`src/rtl/req_encoder32.sv`:
```
// 32-input request encoder: accumulates request pulses into a pending set and
// grants them one at a time through a single-entry valid/ready output stage.
module req_encoder32 #(
    parameter int ROUND_ROBIN = 1
) (
    input  logic        clock,
    input  logic        reset,
    input  logic [31:0] req_in,
    input  logic        out_ready,
    output logic        out_valid,
    output logic [4:0]  out_index,
    output logic [31:0] out_onehot,
    output logic [31:0] pending
);

    typedef enum logic {EMPTY, FULL} state_t;

    state_t      r_state;
    logic [31:0] r_pending;
    logic [4:0]  r_ptr;
    logic [4:0]  r_index;
    logic [31:0] r_onehot;

    logic [31:0] w_rot;
    logic [4:0]  w_off;
    logic [4:0]  w_sel;
    logic        w_load;
    logic [31:0] w_load_mask;

    // Rotate pending so the pointer position lands at bit 0; the lowest set bit
    // of the rotated vector is then the first request at or above the pointer.
    assign w_rot = (r_pending >> r_ptr) | (r_pending << (6'd32 - {1'b0, r_ptr}));

    always_comb begin
        w_off = '0;
        for (int i = 31; i >= 0; i--) begin
            if (w_rot[i]) begin
                w_off = 5'(i);
            end
        end
    end

    assign w_sel  = w_off + r_ptr;
    assign w_load = ((r_state == EMPTY) || out_ready) && (r_pending != '0);

    generate
        for (genvar gi = 0; gi < 32; gi++) begin : g_mask
            assign w_load_mask[gi] = w_load && (w_sel == 5'(gi));
        end
    endgenerate

    always_ff @(posedge clock or posedge reset) begin
        if (reset) begin
            r_state   <= EMPTY;
            r_pending <= '0;
            r_ptr     <= '0;
            r_index   <= '0;
            r_onehot  <= '0;
        end else begin
            // A request arriving on the edge its index is loaded stays pending.
            r_pending <= (r_pending & ~w_load_mask) | req_in;
            if (w_load) begin
                r_state  <= FULL;
                r_index  <= w_sel;
                r_onehot <= w_load_mask;
                if (ROUND_ROBIN != 0) begin
                    r_ptr <= w_sel + 5'd1;
                end
            end else if ((r_state == FULL) && out_ready) begin
                r_state  <= EMPTY;
                r_index  <= '0;
                r_onehot <= '0;
            end
        end
    end

    assign out_valid  = (r_state == FULL);
    assign out_index  = r_index;
    assign out_onehot = r_onehot;
    assign pending    = r_pending;

endmodule
```
`config.mk`:
```
export PLATFORM = sky130hd
export DESIGN_NAME = req_encoder32
export DESIGN_NICKNAME = d
export VERILOG_FILES = /design/src/rtl/req_encoder32.sv
export SDC_FILE = /design/constraint.sdc
export NUM_CORES = 1
export LEC_CHECK = 0
export BUFFER_PORTS_ARGS = -buffer_cell sky130_fd_sc_hd__buf_2
export CELL_PAD_IN_SITES_DETAIL_PLACEMENT = 0
export CELL_PAD_IN_SITES_GLOBAL_PLACEMENT = 1
export CORE_MARGIN = 1
export CORE_UTILIZATION = 45
export CTS_CLUSTER_SIZE = 30
export DETAILED_ROUTE_END_ITERATION = 6
export HOLD_SLACK_MARGIN = 0.06
export PLACE_DENSITY = 0.91
export SKIP_CTS_REPAIR_TIMING = 1
export SYNTH_ARGS = -nofsm -noshare
export SYNTH_HDL_FRONTEND = slang
export SYNTH_SLANG_ARGS = --single-unit
```
`constraint.sdc`:
```
create_clock -name clock -period 7.2 [get_ports clock]
set_input_delay 1.44 -clock clock [delete_from_list [all_inputs] [get_ports clock]]
set_output_delay 1.44 -clock clock [all_outputs]
set_load 0.02 [all_outputs]
```
# Word level (Yosys, flattened, before mapping)

Cells that the tools add are included.

Multiplexer cells: 38
Add/sub/neg operators: 3
Shift operators: 2
Reduce and logical (&&, ||, !) cells: 38
Equal/unequal tests: 31
Bitwise logic cells: 5

Operators with widths:

| cell                                                 | count |
|---|---|
| two-way mux 5 bit                                    | 34 |
| equality test 5 bit (second input constant)          | 16 |
| two-way mux 32 bit                                   | 2 |
| bitwise OR 32 bit                                    | 2 |
| equality test 5 x 4 -> 1 bit (second input constant) | 8 |
| logical AND 1 bit                                    | 34 |
| AND 32 bit                                           | 1 |
| inverter 32 bit                                      | 1 |
| nonzero test 32 bit                                  | 1 |
| left shift 32 x 6 -> 32 bit                          | 1 |
| >> shifter 32 x 5 -> 32 bit                          | 1 |
| equality test 5 x 3 -> 1 bit (second input constant) | 4 |
| equality test 5 x 2 -> 1 bit (second input constant) | 2 |
| subtractor 6 x 5 -> 6 bit (first input constant)     | 1 |
| adder 5 x 1 -> 5 bit (second input constant)         | 1 |
| adder 5 bit                                          | 1 |
| equality test 5 x 1 -> 1 bit (second input constant) | 1 |
| logical NOT 5 bit                                    | 1 |
| two-way mux 1 bit                                    | 2 |
| nonzero test 2 bit                                   | 1 |
| logical OR 1 bit                                     | 1 |
| inverter 1 bit                                       | 1 |

Register bits after elaboration: 75
Logic and storage cells: 122
Input bits: 35
Output and inout port bits: 70

# Longest topological paths before layout

Gate-level depths: netlist of run 1.

Word-level depth: 41
Gate-level depth with buffers: 31

# Worst setup path after synthesis of run 1

No wires, ideal clock.

Path type: register -> register
Start point: register r_ptr[1]
End point: register r_pending[15] (netlist: pending[15])
Cell stages (with the launch flop): 29
Slack: 1.165 ns
Data arrival time: 5.971 ns
Required time: 7.136 ns
Buffers on the path: 5
Cell sequence: dfrtp_1 buf_2 clkinv_1 clkbuf_1 ha_1 buf_6 buf_6 mux2_2 mux4_2 a222oi_1 o211ai_1 nor4_1 o211ai_1 a41oi_1 o21ai_0 a311oi_1 ha_1 inv_1 fa_1 inv_1 a21o_1 a21oi_1 xnor2_1 xor2_2 inv_2 buf_6 ha_1 nand2_1 a21o_1

Longest elaborated chain between the ends: 41

Ends and longest elaborated chain:

| item                             | line | text |
|---|---|---|
| start: declaration               | 20   | `logic [4:0] r_ptr;` |
| start signal: assignment         | 67   | `r_ptr <= w_sel + 5'd1;` |
| subtractor 6 x 5 -> 6 bit        | 32   | `assign w_rot = (r_pending >> r_ptr) \| (r_pending << (6'd32 - {1'b0, r_ptr}));` |
| left shift 32 x 6 -> 32 bit      | 32   |  |
| bitwise OR 32 bit                | 32   |  |
| two-way mux 5 bit (32 in a row)  | 37   | `if (w_rot[i]) begin` |
| adder 5 bit (*)                  | 43   | `assign w_sel = w_off + r_ptr;` |
| equality test 5 x 4 -> 1 bit (*) | 48   | `assign w_load_mask[gi] = w_load && (w_sel == 5'(gi));` |
| logical AND 1 bit (*)            | 48   |  |
| inverter 32 bit (*)              | 61   | `r_pending <= (r_pending & ~w_load_mask) \| req_in;` |
| AND 32 bit (*)                   | 61   |  |
| bitwise OR 32 bit (*)            | 61   |  |
| end signal: assignment           | 61   |  |
| end: declaration                 | 19   | `logic [31:0] r_pending;` |

Mark *: on every way between the ends. The rest lies on a longest branch, timed or not.
A chain may end at the register's enable or synchronous reset.

# Worst setup path in the final report of run 1

Start point: register r_ptr[0]
End point: register r_pending[20] (netlist: pending[20])

Longest elaborated chain between the ends: 41

Ends and longest elaborated chain:

| item                            | line |
|---|---|
| subtractor 6 x 5 -> 6 bit       | 32 |
| left shift 32 x 6 -> 32 bit     | 32 |
| bitwise OR 32 bit               | 32 |
| two-way mux 5 bit (32 in a row) | 37 |
| adder 5 bit (*)                 | 43 |
| equality test 5 bit (*)         | 48 |
| logical AND 1 bit (*)           | 48 |
| inverter 32 bit (*)             | 61 |
| AND 32 bit (*)                  | 61 |
| bitwise OR 32 bit (*)           | 61 |

Marks and branches as above.

==> out/metrics.yaml, run 1 <==
synth:
  yosys.area_share.simple: 0.188
  ys_async_sr_fraction: 1.00
  synthFlopType: "dfrtp_1"
  synth_cells: 841
  synth.ff_latch_count: 75
  synth_edf_count: 0
  synth_fp_nets: 888
  yosys_warnings: 0
  seq_area_frac_synth: 0.246
  synthXorXnorAreaFrac: 0.0148
  yosysUniqueCellTypes: 79
  muxShareOfSynthArea: 0.279
  synth_fa_ha_area_frac: 0.0207
  synth_area_sq_um: 7620
  synth_top_family_by_area: "multiplexers"
  synth-compound-area-share: 0.193
  avgSynthCellArea_sq_um: 9.06
grt:
  first_global_vias: 7057
  grt_use_total: 0.319
  overflow: 0
  grt_pass1_wl_um: 42500
  grt_max_degree: 94
  antenna_found_initial: 0
worst_setup_path:
  timing.rr.start: "r_ptr[0]"
  worstReg2RegEnd: "pending[20]"
  path_buf_inv: 7
  crit_slowest_cell: "ha_1"
  startpoint_type: "flop"
  endpoint_kind: "flop"
  critical_path_class: "reg -> reg"
  cp_slowest_stage_delay_ns: 0.57
  r2r_slack_ns: 0.59
  worstPathArrival_ns: 6.84
  cpLargestDelayFamily: "compound AO/OA/AOI/OAI gates"
  required_ns: 7.43
  crit_fanout: 17
  worstRegToRegCells: 25
power:
  power.density_nw_per_um2: 484
  ir_worst_vdd_mv: 0.215
  p_leak_uw: 0.00353
floorplanning:
  dieArea_sq_um: 17500
  io_pins: 105
  die_h_um: 132
  row_count: 47
  chipWidth_um: 132
  start_util: 0.459
  coreArea_sq_um: 16600
timing:
  clock_skew_ns: 0.00741
  tightest_slew_ns: 1.07
  setup_viol_count_final: 0
  fmax_mhz: 151
  hold_violations: 0
  post-route-period-util: 0.918
  setup_ws_ns: 0.588
  rsz0062_at_grt: "false"
  period_minus_slack_ns: 6.61
  drv_slew: 0
  whs_ns: 0.475
  max_slew_margin: 0.278
  setup_tns_ns: 0
final_layout:
  postLayoutCoreUtil: 0.518
  area_growth_pct: 12.8
  nets: 948
  diodes: 0
  drive_gt1_frac: 0.273
worst_hold_path:
  min_to: "out_onehot[6]"
  worstHoldStart: "out_onehot[6]"
  hold_depth: 2
  hp-class: "reg -> reg"
cts:
  htree_levels: 3
  clk-insertion-delay-late_ns: 0.33
  path_clk_slew_ns: 0.06
  numCtsBuffers: 9
  cts_tree: "yes"
  cts-root-buf: "clkbuf_16"
  cts.path.max_buffers: 2
  cts_sinks: 75
placed_design:
  gp_congestion: 1.05
  port_buffers: 104
  hpwl_um: 21300
  pre_cts_slack_ns: 0.807
route:
  wl_per_cell_um: 25.1
  ant_nets: 0
  dr.pass1.iters: 6
  via_per_inst: 6.82
  wl_um: 28300
  drt_iter0_drc: 962
  drcViolationCount: 0
  vias: 7679
status:
  status: "finished, final reports clean"
run:
  cap_violations: 0
[layer usage]
metal | vias to the layer above | wire length (um) | track usage
met2 | 557 | 12400 | 0.472
met1 | 3713 | 11300 | 0.436
met3 | 107 | 2580 | 0.0365
li1 | 3302 | - | -
met5 | - | 0 | 0
met4 | 0 | 2040 | 0.229
[kinds of logic after synthesis]
family | count (synthesis)
AO/OA/AOI/OAI | 197
flip-flops | 75
XOR/XNOR | 12
AND/OR/NAND/NOR | 303
buffers and inverters | 96
adder cells (fa/ha/maj) | 12
multiplexers | 146
[stage by stage]
| stage | cells | total power, uW | area, sq um |
|---|---|---|---|
| 6_report | 1126 | 4160 | 8590 |
| 5_1_grt | 1126 | 4330 | 8590 |
| 4_1_cts | 1126 | 4070 | 8590 |
| 3_5_place_dp | 1110 | 3560 | 8260 |
| 3_3_place_gp | 1110 | 3590 | 8260 |
| 2_1_floorplan | 841 | 2770 | 7620 |
[where the power goes]
part	total (uW)	internal (uW)	switching, uW
sequential	677	512	165
clock	501	317	184
combinational	2980	1110	1870
total	4160	1940	2220
[how the worst max path moves through the flow]
stage / start / endpoint / cells past startpoint
final: r_ptr[0] / pending[20] / 25
after global routing: r_ptr[0] / pending[27] / 25
after CTS: r_ptr[0] / pending[20] / 25
after detailed placement: r_ptr[0] / pending[27] / 25
after global placement: r_ptr[0] / pending[7] / 20
after floorplan: r_ptr[1] / pending[15] / 28
[synth_stat cells, drive strengths merged, types with 11 or more instances]
| master | instances | area [sq um] |
|---|---|---|
| clkbuf | 54 | 205 |
| mux4 | 49 | 1100 |
| nor2 | 39 | 146 |
| nand4 | 13 | 87.6 |
| mux2i | 58 | 581 |
| o211ai | 11 | 82.6 |
| o21ai | 25 | 125 |
| a21oi | 16 | 80.1 |
| nor4 | 15 | 109 |
| buf | 25 | 171 |
| inv | 15 | 56.3 |
| a211oi | 12 | 90.1 |
| nand2b | 12 | 75.1 |
| nand2 | 156 | 586 |
| and2 | 11 | 68.8 |
| a21o | 36 | 270 |
| dfrtp | 75 | 1880 |
| ha | 11 | 138 |
| mux2 | 39 | 443 |
| nand3 | 15 | 75.1 |
| a22oi | 13 | 97.6 |
[worst reg2reg max path: stages (launching register included)]
cell and delay [ns]:
dfrtp_4 0.49, inv_2 0.20, ha_1 0.58, buf_4 0.30, mux2i_1 0.37, o221ai_1 0.27
a32o_1 0.35, nor4bb_1 0.41, buf_4 0.20, inv_1 0.05, nor3_1 0.15, o21ai_0 0.12
a41oi_1 0.27, o21ai_0 0.13, a311oi_1 0.40, ha_1 0.24, inv_1 0.06, fa_1 0.45
inv_1 0.08, a21o_1 0.11, a21oi_1 0.09, xnor2_1 0.28, xor2_2 0.31, buf_4 0.28
nand2_1 0.12, a21o_1 0.19
[placed cells by master, fill, tap and decap left out, drive strengths merged, types with 11 or more instances in the layout]
master / synthesis / final
a211oi: 12 / 12
a21o: 36 / 36
a21oi: 16 / 16
a22oi: 13 / 13
and2: 11 / 11
buf: 25 / 128
dfrtp: 75 / 75
ha: 11 / 11
inv: 15 / 17
mux2: 39 / 39
mux2i: 58 / 58
mux4: 49 / 49
nand2: 156 / 156
nand2b: 12 / 12
nand3: 15 / 15
nand4: 13 / 13
nor2: 39 / 39
nor4: 15 / 15
o211ai: 11 / 11
o21ai: 25 / 25
[final cells by class]
class,instances,area [sq um]
clock buffer,10,239
clock inverter,6,96.3
fill,1551,7990
inverter,17,63.8
multi-input combinational,670,5320
sequential,75,1880
tap,220,275
timing repair buffer,128,713
[flip-flops by register name, indices dropped and copies added, names as in the netlist]
| name | count |
|---|---|
| out_onehot | 32 |
| pending | 32 |
| out_index | 5 |
| r_ptr | 5 |
| out_valid | 1 |
(Power assumes the default switching activity.)
==> run 2: changes to the inputs <==
--- a/config.mk
+++ b/config.mk
@@ -6,10 +6,11 @@
 export NUM_CORES = 1
 export LEC_CHECK = 0
 export BUFFER_PORTS_ARGS = -buffer_cell sky130_fd_sc_hd__buf_2
-export CELL_PAD_IN_SITES_DETAIL_PLACEMENT = 0
+export CELL_PAD_IN_SITES_DETAIL_PLACEMENT = 1
 export CELL_PAD_IN_SITES_GLOBAL_PLACEMENT = 1
 export CORE_MARGIN = 1
 export CORE_UTILIZATION = 45
+export CTS_CLUSTER_DIAMETER = 60
 export CTS_CLUSTER_SIZE = 30
 export DETAILED_ROUTE_END_ITERATION = 6
 export HOLD_SLACK_MARGIN = 0.06
==> run 2 against run 1 <==
  * Cell count is the same
  * Critical endpoint is now pending[15]
  * Critical path type unchanged
  * Hold slack gained 0.0060 ns
  * First-iteration DRC count grew 26%
  * Routed wire length grew 24%
  * Fmax shrank 2.2%
  * Sequential power grew 3.0%
  * Clock skew grew 0.011 ns
  * Final area is essentially flat
  * Non-clock buffer count is the same
  * Via count grew 6.5%
==> out/metrics.yaml, run 2 (synthesis results as in run 1) <==
run:
  cap_violations: 0  # unchanged
final_layout:
  diodes: 0  # unchanged
  seqCellArea_sq_um: 1880  # unchanged
  nets: 948  # unchanged
  drive_gt1_frac: 0.274  # was 0.273
  area_growth_pct: 12.8  # about the same
  layout_common_cells: "156 x nand2_1, 104 x buf_2, 73 x dfrtp_1, 58 x mux2i_1, 49 x mux4_2"  # unchanged
  final_cells: 1126  # unchanged
  layout_commonest_cell: "nand2_1"  # unchanged
  multi_input_area_sq_um: 5320  # about the same
  fillCellCount: 1904  # was 1551
worst_setup_path:
  worstReg2RegEnd: "pending[15]"  # was pending[20]
  r2r_slack_ns: 0.44  # was 0.59 ns
  worstRegToRegCells: 23  # was 25
  crit_fanout: 16  # was 17
  worstPathArrival_ns: 7.06  # was 6.84 ns
  endpoint_kind: "flop"  # unchanged
  startpoint_type: "flop"  # unchanged
  timing.rr.start: "r_ptr[0]"  # unchanged
  critical_path_class: "reg -> reg"  # unchanged
  required_ns: 7.50  # was 7.43 ns
timing:
  max_slew_margin: 0.242  # was 0.278
  fmax_mhz: 148  # was 151 MHz
  setup_viol_count_final: 0  # unchanged
  hold_violations: 0  # unchanged
  rsz0062_at_grt: "false"  # unchanged
  period_minus_slack_ns: 6.76  # was 6.61 ns
  post-route-period-util: 0.939  # was 0.918
  tightest_slew_ns: 1.14  # was 1.07 ns
  clock_skew_ns: 0.0182  # was 0.00741 ns
  setup_tns_ns: 0  # unchanged
  drv_slew: 0  # unchanged
cts:
  htree_levels: 3  # unchanged
  cts.path.max_buffers: 2  # unchanged
  clk-insertion-delay-late_ns: 0.37  # was 0.33 ns
  cts_sinks: 75  # unchanged
  path_clk_slew_ns: 0.08  # was 0.06 ns
  cts_tree: "yes"  # unchanged
  numCtsBuffers: 9  # unchanged
  cts-root-buf: "clkbuf_16"  # unchanged
grt:
  overflow: 0  # unchanged
  grt_pass1_wl_um: 52800  # was 42500 um
  antenna_found_initial: 0  # unchanged
  first_global_vias: 8380  # was 7057
  grt_max_degree: 94  # unchanged
  grt_use_total: 0.406  # was 0.319
placed_design:
  hpwl_um: 24500  # was 21300 um
  placed_cells: 1110  # unchanged
  gp_congestion: 1.05  # unchanged
  port_buffers: 104  # unchanged
route:
  vias: 8177  # was 7679
  via_per_inst: 7.26  # was 6.82
  ant_nets: 0  # unchanged
  dr.pass1.iters: 6  # unchanged
  wl_um: 34900  # was 28300 um
  drcViolationCount: 0  # unchanged
  drt_iter0_drc: 1213  # was 962
  wl_per_cell_um: 31.0  # was 25.1 um
power:
  power.density_nw_per_um2: 507  # was 484 nW/um^2
  p_leak_uw: 0.00353  # about the same
  ir_worst_vdd_mv: 0.283  # was 0.215 mV
floorplanning:
  coreArea_sq_um: 16600  # unchanged
  row_count: 47  # unchanged
  io_pins: 105  # unchanged
  dieArea_sq_um: 17500  # unchanged
  chipWidth_um: 132  # unchanged
  start_util: 0.459  # unchanged
  die_h_um: 132  # unchanged
status:
  status: "finished, final reports clean"  # unchanged
worst_hold_path:
  hp-class: "reg -> reg"  # unchanged
  min_to: "out_index[2]"  # was out_onehot[6]
  worstHoldStart: "out_index[2]"  # was out_onehot[6]
  hold_depth: 1  # was 2
-- run 2: cell counts in the layout (fill, tap and decap cells not counted) --
No cell type changed its count.
-- run 2: layout make-up --
cell class / instances / share of cell area
timing repair buffer: 128 / 0.0830
clock inverter: 6 / 0.0112
sequential: 75 / 0.219
clock buffer: 10 / 0.0278
tap: 220 / 0.0320
multi-input combinational: 670 / 0.620
inverter: 17 / 0.00743
-- run 2: worst max path at each step --
| stage | endpoint | slack [ns] | cells after the start | start |
|---|---|---|---|---|
| CTS | pending[15] | 0.51 | 26 | r_ptr[0] |
| global placement | pending[7] | 0.89 | 20 | r_ptr[0] |
| global route | pending[15] | 0.19 | 26 | r_ptr[0] |
| floorplan | pending[15] | 1.16 | 28 | r_ptr[1] |
| detailed placement | out_onehot[15] | 0.73 | 26 | r_ptr[0] |
| finish | pending[15] | 0.44 | 23 | r_ptr[0] |
-- run 2: stage by stage --
stage	area, sq um	total power (uW)	setup slack, ns	util	hold WS [ns]
detailed placement	8260	3640	0.732	0.498	0.462
global route	8590	4500	0.190	0.518	0.524
CTS	8590	4230	0.509	0.518	0.485
finish	8590	4360	0.442	0.518	0.481
global placement	8260	3590	0.889	0.498	0.454
floorplan	7620	2770	1.16	-	0.589
-- run 2: layer usage --
metal | global-route usage | vias to the layer above | share of wire
met3 | 0.0850 | 195 | 0.097
li1 | - | 3284 | -
met5 | 0 | - | 0
met1 | 0.501 | 4051 | 0.37
met2 | 0.634 | 647 | 0.46
met4 | 0.288 | 0 | 0.080
-- run 2: where the power goes --
part,internal (uW),switching [uW]
logic,1120,2010
clock network,318,215
registers,512,185
total,1950,2410
-- run 2: critical path: stages, from the launching register on --
cell and delay (ns):
dfrtp_4 0.51, inv_2 0.23, ha_2 0.35, nor3b_1 0.59, mux2i_1 0.61, nand2_1 0.27, o21a_1 0.24, o221ai_1 0.33
o21ai_0 0.19, a41oi_1 0.28, o21ai_0 0.14, a311oi_1 0.41, ha_1 0.25, inv_1 0.06, fa_1 0.46, inv_1 0.11
a21o_1 0.11, a21oi_1 0.08, xnor2_1 0.27, xor2_2 0.38, inv_2 0.24, ha_1 0.28, nand2_1 0.11, a21o_1 0.15
==> run 3: changes to the inputs <==
--- a/config.mk
+++ b/config.mk
@@ -5,11 +5,12 @@
 export SDC_FILE = /design/constraint.sdc
 export NUM_CORES = 1
 export LEC_CHECK = 0
+export ABC_AREA = 1
 export BUFFER_PORTS_ARGS = -buffer_cell sky130_fd_sc_hd__buf_2
 export CELL_PAD_IN_SITES_DETAIL_PLACEMENT = 1
 export CELL_PAD_IN_SITES_GLOBAL_PLACEMENT = 1
 export CORE_MARGIN = 1
-export CORE_UTILIZATION = 45
+export CORE_UTILIZATION = 41
 export CTS_CLUSTER_DIAMETER = 60
 export CTS_CLUSTER_SIZE = 30
 export DETAILED_ROUTE_END_ITERATION = 6
==> run 3 against run 2 <==
  * Non-clock buffer count shrank 9
  * Clock-buffer cell count down 1
  * Highest routed layer is now met5
  * Setup slack improved by 0.24 ns
  * Clock skew decreased by 0.0075 ns
  * Critical path depth up 23
  * Final area down 11%
  * Cell count grew 21%
  * Largest cell class unchanged
  * Global-route usage down 2.8 points
  * Routed wire length fell by 12%
==> out/metrics.yaml, run 3 <==
synth:
  synth_fp_nets: 1119  # was 888
  synthFlopType: "dfrtp_1"  # unchanged
  synth_common_cells: "257 x nand2_1, 155 x nand3_1, 126 x inv_1"  # was 156 x nand2_1, 75 x dfrtp_1, 58 x mux2i_1
  synth_edf_count: 0  # unchanged
  synth.ff_latch_count: 75  # unchanged
  synth_area_sq_um: 6820  # was 7620 sq um
  synth_area_leader_cell: "dfrtp_1"  # unchanged
  seq_area_frac_synth: 0.275  # was 0.246
  synth_top_area_frac: 0.275  # was 0.246
  synth_area_leaders: "dfrtp_1 28%, nand2_1 14%, nand3_1 11%"  # was dfrtp_1 25%, mux4_2 14%, nand2_1 7.7%
  synth_most_common_cell: "nand2_1"  # unchanged
  synth_cells: 1072  # was 841
  yosys_warnings: 0  # unchanged
  avgSynthCellArea_sq_um: 6.36  # was 9.06 sq um
  yosysUniqueCellTypes: 53  # was 79
  ys_async_sr_fraction: 1.00  # unchanged
cts:
  clk-insertion-delay-late_ns: 0.36  # was 0.37 ns
  htree_levels: 3  # unchanged
  cts_sinks: 75  # unchanged
  cts_tree: "yes"  # unchanged
  path_clk_slew_ns: 0.07  # was 0.08 ns
  cts.path.max_buffers: 2  # unchanged
  numCtsBuffers: 9  # unchanged
  cts-root-buf: "clkbuf_16"  # unchanged
worst_setup_path:
  crit_slowest_cell: "dfrtp_2"  # was mux2i_1
  crit_fanout: 30  # was 16
  critical_path_class: "reg -> reg"  # unchanged
  timing.rr.start: "r_ptr[2]"  # was r_ptr[0]
  cp_common_cell: "nand2_1"
  endpoint_kind: "flop"  # unchanged
  required_ns: 7.44  # was 7.50 ns
  cpLargestDelayFamily: "simple AND/OR/NAND/NOR gates"  # was compound AO/OA/AOI/OAI gates
  startpoint_type: "flop"  # unchanged
  cp-startpoint: "r_ptr[2]"  # was r_ptr[0]
  cp_slowest_stage_delay_ns: 0.53  # was 0.61 ns
  worstPathArrival_ns: 6.75  # was 7.06 ns
  path_buf_inv: 4  # unchanged
route:
  met1Wirelength_um: 12700  # was 12900 um
  drcViolationCount: 0  # unchanged
  wl_per_cell_um: 22.6  # was 31.0 um
  dr.pass1.iters: 5  # was 6
  vias: 8213  # was 8177
  top_layer: "met5"  # was met4
  dr_wl_met3_um: 2070  # was 3370 um
  wl_um: 30800  # was 34900 um
  wl_met2_um: 14100  # was 15900 um
  drt_iter0_drc: 685  # was 1213
  via_per_inst: 6.02  # was 7.26
  ant_nets: 0  # unchanged
floorplanning:
  start_util: 0.424  # was 0.459
  coreArea_sq_um: 16100  # was 16600 sq um
  chipWidth_um: 131  # was 132 um
  die_h_um: 131  # was 132 um
  dieArea_sq_um: 17100  # was 17500 sq um
  io_pins: 105  # unchanged
  row_count: 46  # was 47
final_layout:
  drive_gt1_frac: 0.148  # was 0.274
  layout_commonest_cell: "nand2_1"  # unchanged
  layout_common_cells: "257 x nand2_1, 155 x nand3_1, 124 x inv_1, 111 x nor2_1, 104 x buf_2"  # was 156 x nand2_1, 104 x buf_2, 73 x dfrtp_1, 58 x mux2i_1, 49 x mux4_2
  nets: 1190  # was 948
  area_growth_pct: 12.5  # was 12.8%
  diodes: 0  # unchanged
timing:
  drv_slew: 0  # unchanged
  fmax_mhz: 153  # was 148 MHz
  clock_skew_ns: 0.0107  # was 0.0182 ns
  rsz0062_at_grt: "false"  # unchanged
  max_slew_margin: 0.363  # was 0.242
  post-route-period-util: 0.905  # was 0.939
  period_minus_slack_ns: 6.52  # was 6.76 ns
  setup_tns_ns: 0  # unchanged
  setup_viol_count_final: 0  # unchanged
  hold_violations: 0  # unchanged
  tightest_slew_ns: 0.956  # was 1.14 ns
  whs_ns: 0.547  # was 0.481 ns
status:
  status: "finished, final reports clean"  # unchanged
grt:
  overflow: 0  # unchanged
  grt_use_total: 0.378  # was 0.406
  antenna_found_initial: 1  # was 0
  grt_max_degree: 76  # was 94
  first_global_vias: 8328  # was 8380
  grt_pass1_wl_um: 48000  # was 52800 um
placed_design:
  gp_congestion: 1.00  # was 1.05
  port_buffers: 104  # unchanged
  hpwl_um: 22400  # was 24500 um
worst_hold_path:
  hp-class: "reg -> reg"  # unchanged
  worstHoldStart: "out_index[1]"  # was out_index[2]
run:
  cap_violations: 0  # unchanged
[run 3: kinds of logic (layout without fill, tap and decap cells)]
| group | Yosys count | count (layout) | synth area share |
|---|---|---|---|
| simple gates | 565 | 565 | 0.357 |
| buf+inv | 194 | 270 | 0.128 |
| compound gates | 208 | 208 | 0.190 |
| xor+xnor | 6 | 6 | 0.00881 |
| mux | 12 | 12 | 0.0178 |
| flops | 75 | 75 | 0.275 |
| fa+ha+maj | 12 | 12 | 0.0231 |
[run 3: final cells by class]
cell class	instances	area (sq um)
flip-flops and latches	75	1880
clock buffers	9	225
fillers	2155	8390
repair buffers	119	633
inverters	135	510
multi-input cells	803	4070
well taps	216	270
clock inverters	7	81.3
[run 3: stage by stage]
stage                      util  worst slack, ns  std cells  area (sq um)
final                     0.477            0.684       1364          7670
after global routing      0.477            0.190       1364          7670
after CTS                 0.477            0.629       1364          7660
after detailed placement  0.458            0.982       1348          7350
after global placement    0.458             1.13       1348          7350
after floorplan               -             1.78       1072          6820
[run 3: worst reg2reg max path: cells and delay by family (launching register included)]
kind,cells,cell delay [ns]
xor+xnor,2,0.49
compound gates,5,1.30
simple gates,33,2.45
flops,1,0.53
buf+inv,4,0.96
fa+ha+maj,2,0.66
[run 3: final timing paths]
kind	endpoint	slack, ns	cells after the start
max	pending[13]	0.68	46
min	out_index[1]	0.55	2
max reg2reg	pending[13]	0.68	46
min reg2reg	out_index[1]	0.55	2
max in group asynchronous	r_ptr[2]	5.14	3
min in group asynchronous	out_onehot[8]	1.36	3
[run 3: layer usage]
layer  track usage  up-vias
li1              -     3709
met1         0.476     3984
met2         0.610      395
met3        0.0554      123
met4         0.237        2
met5             0        -
Power of run 3 is left out: the tool's default activity adds up to more than one toggle a clock period on the data nets, which glitch-free logic cannot reach.
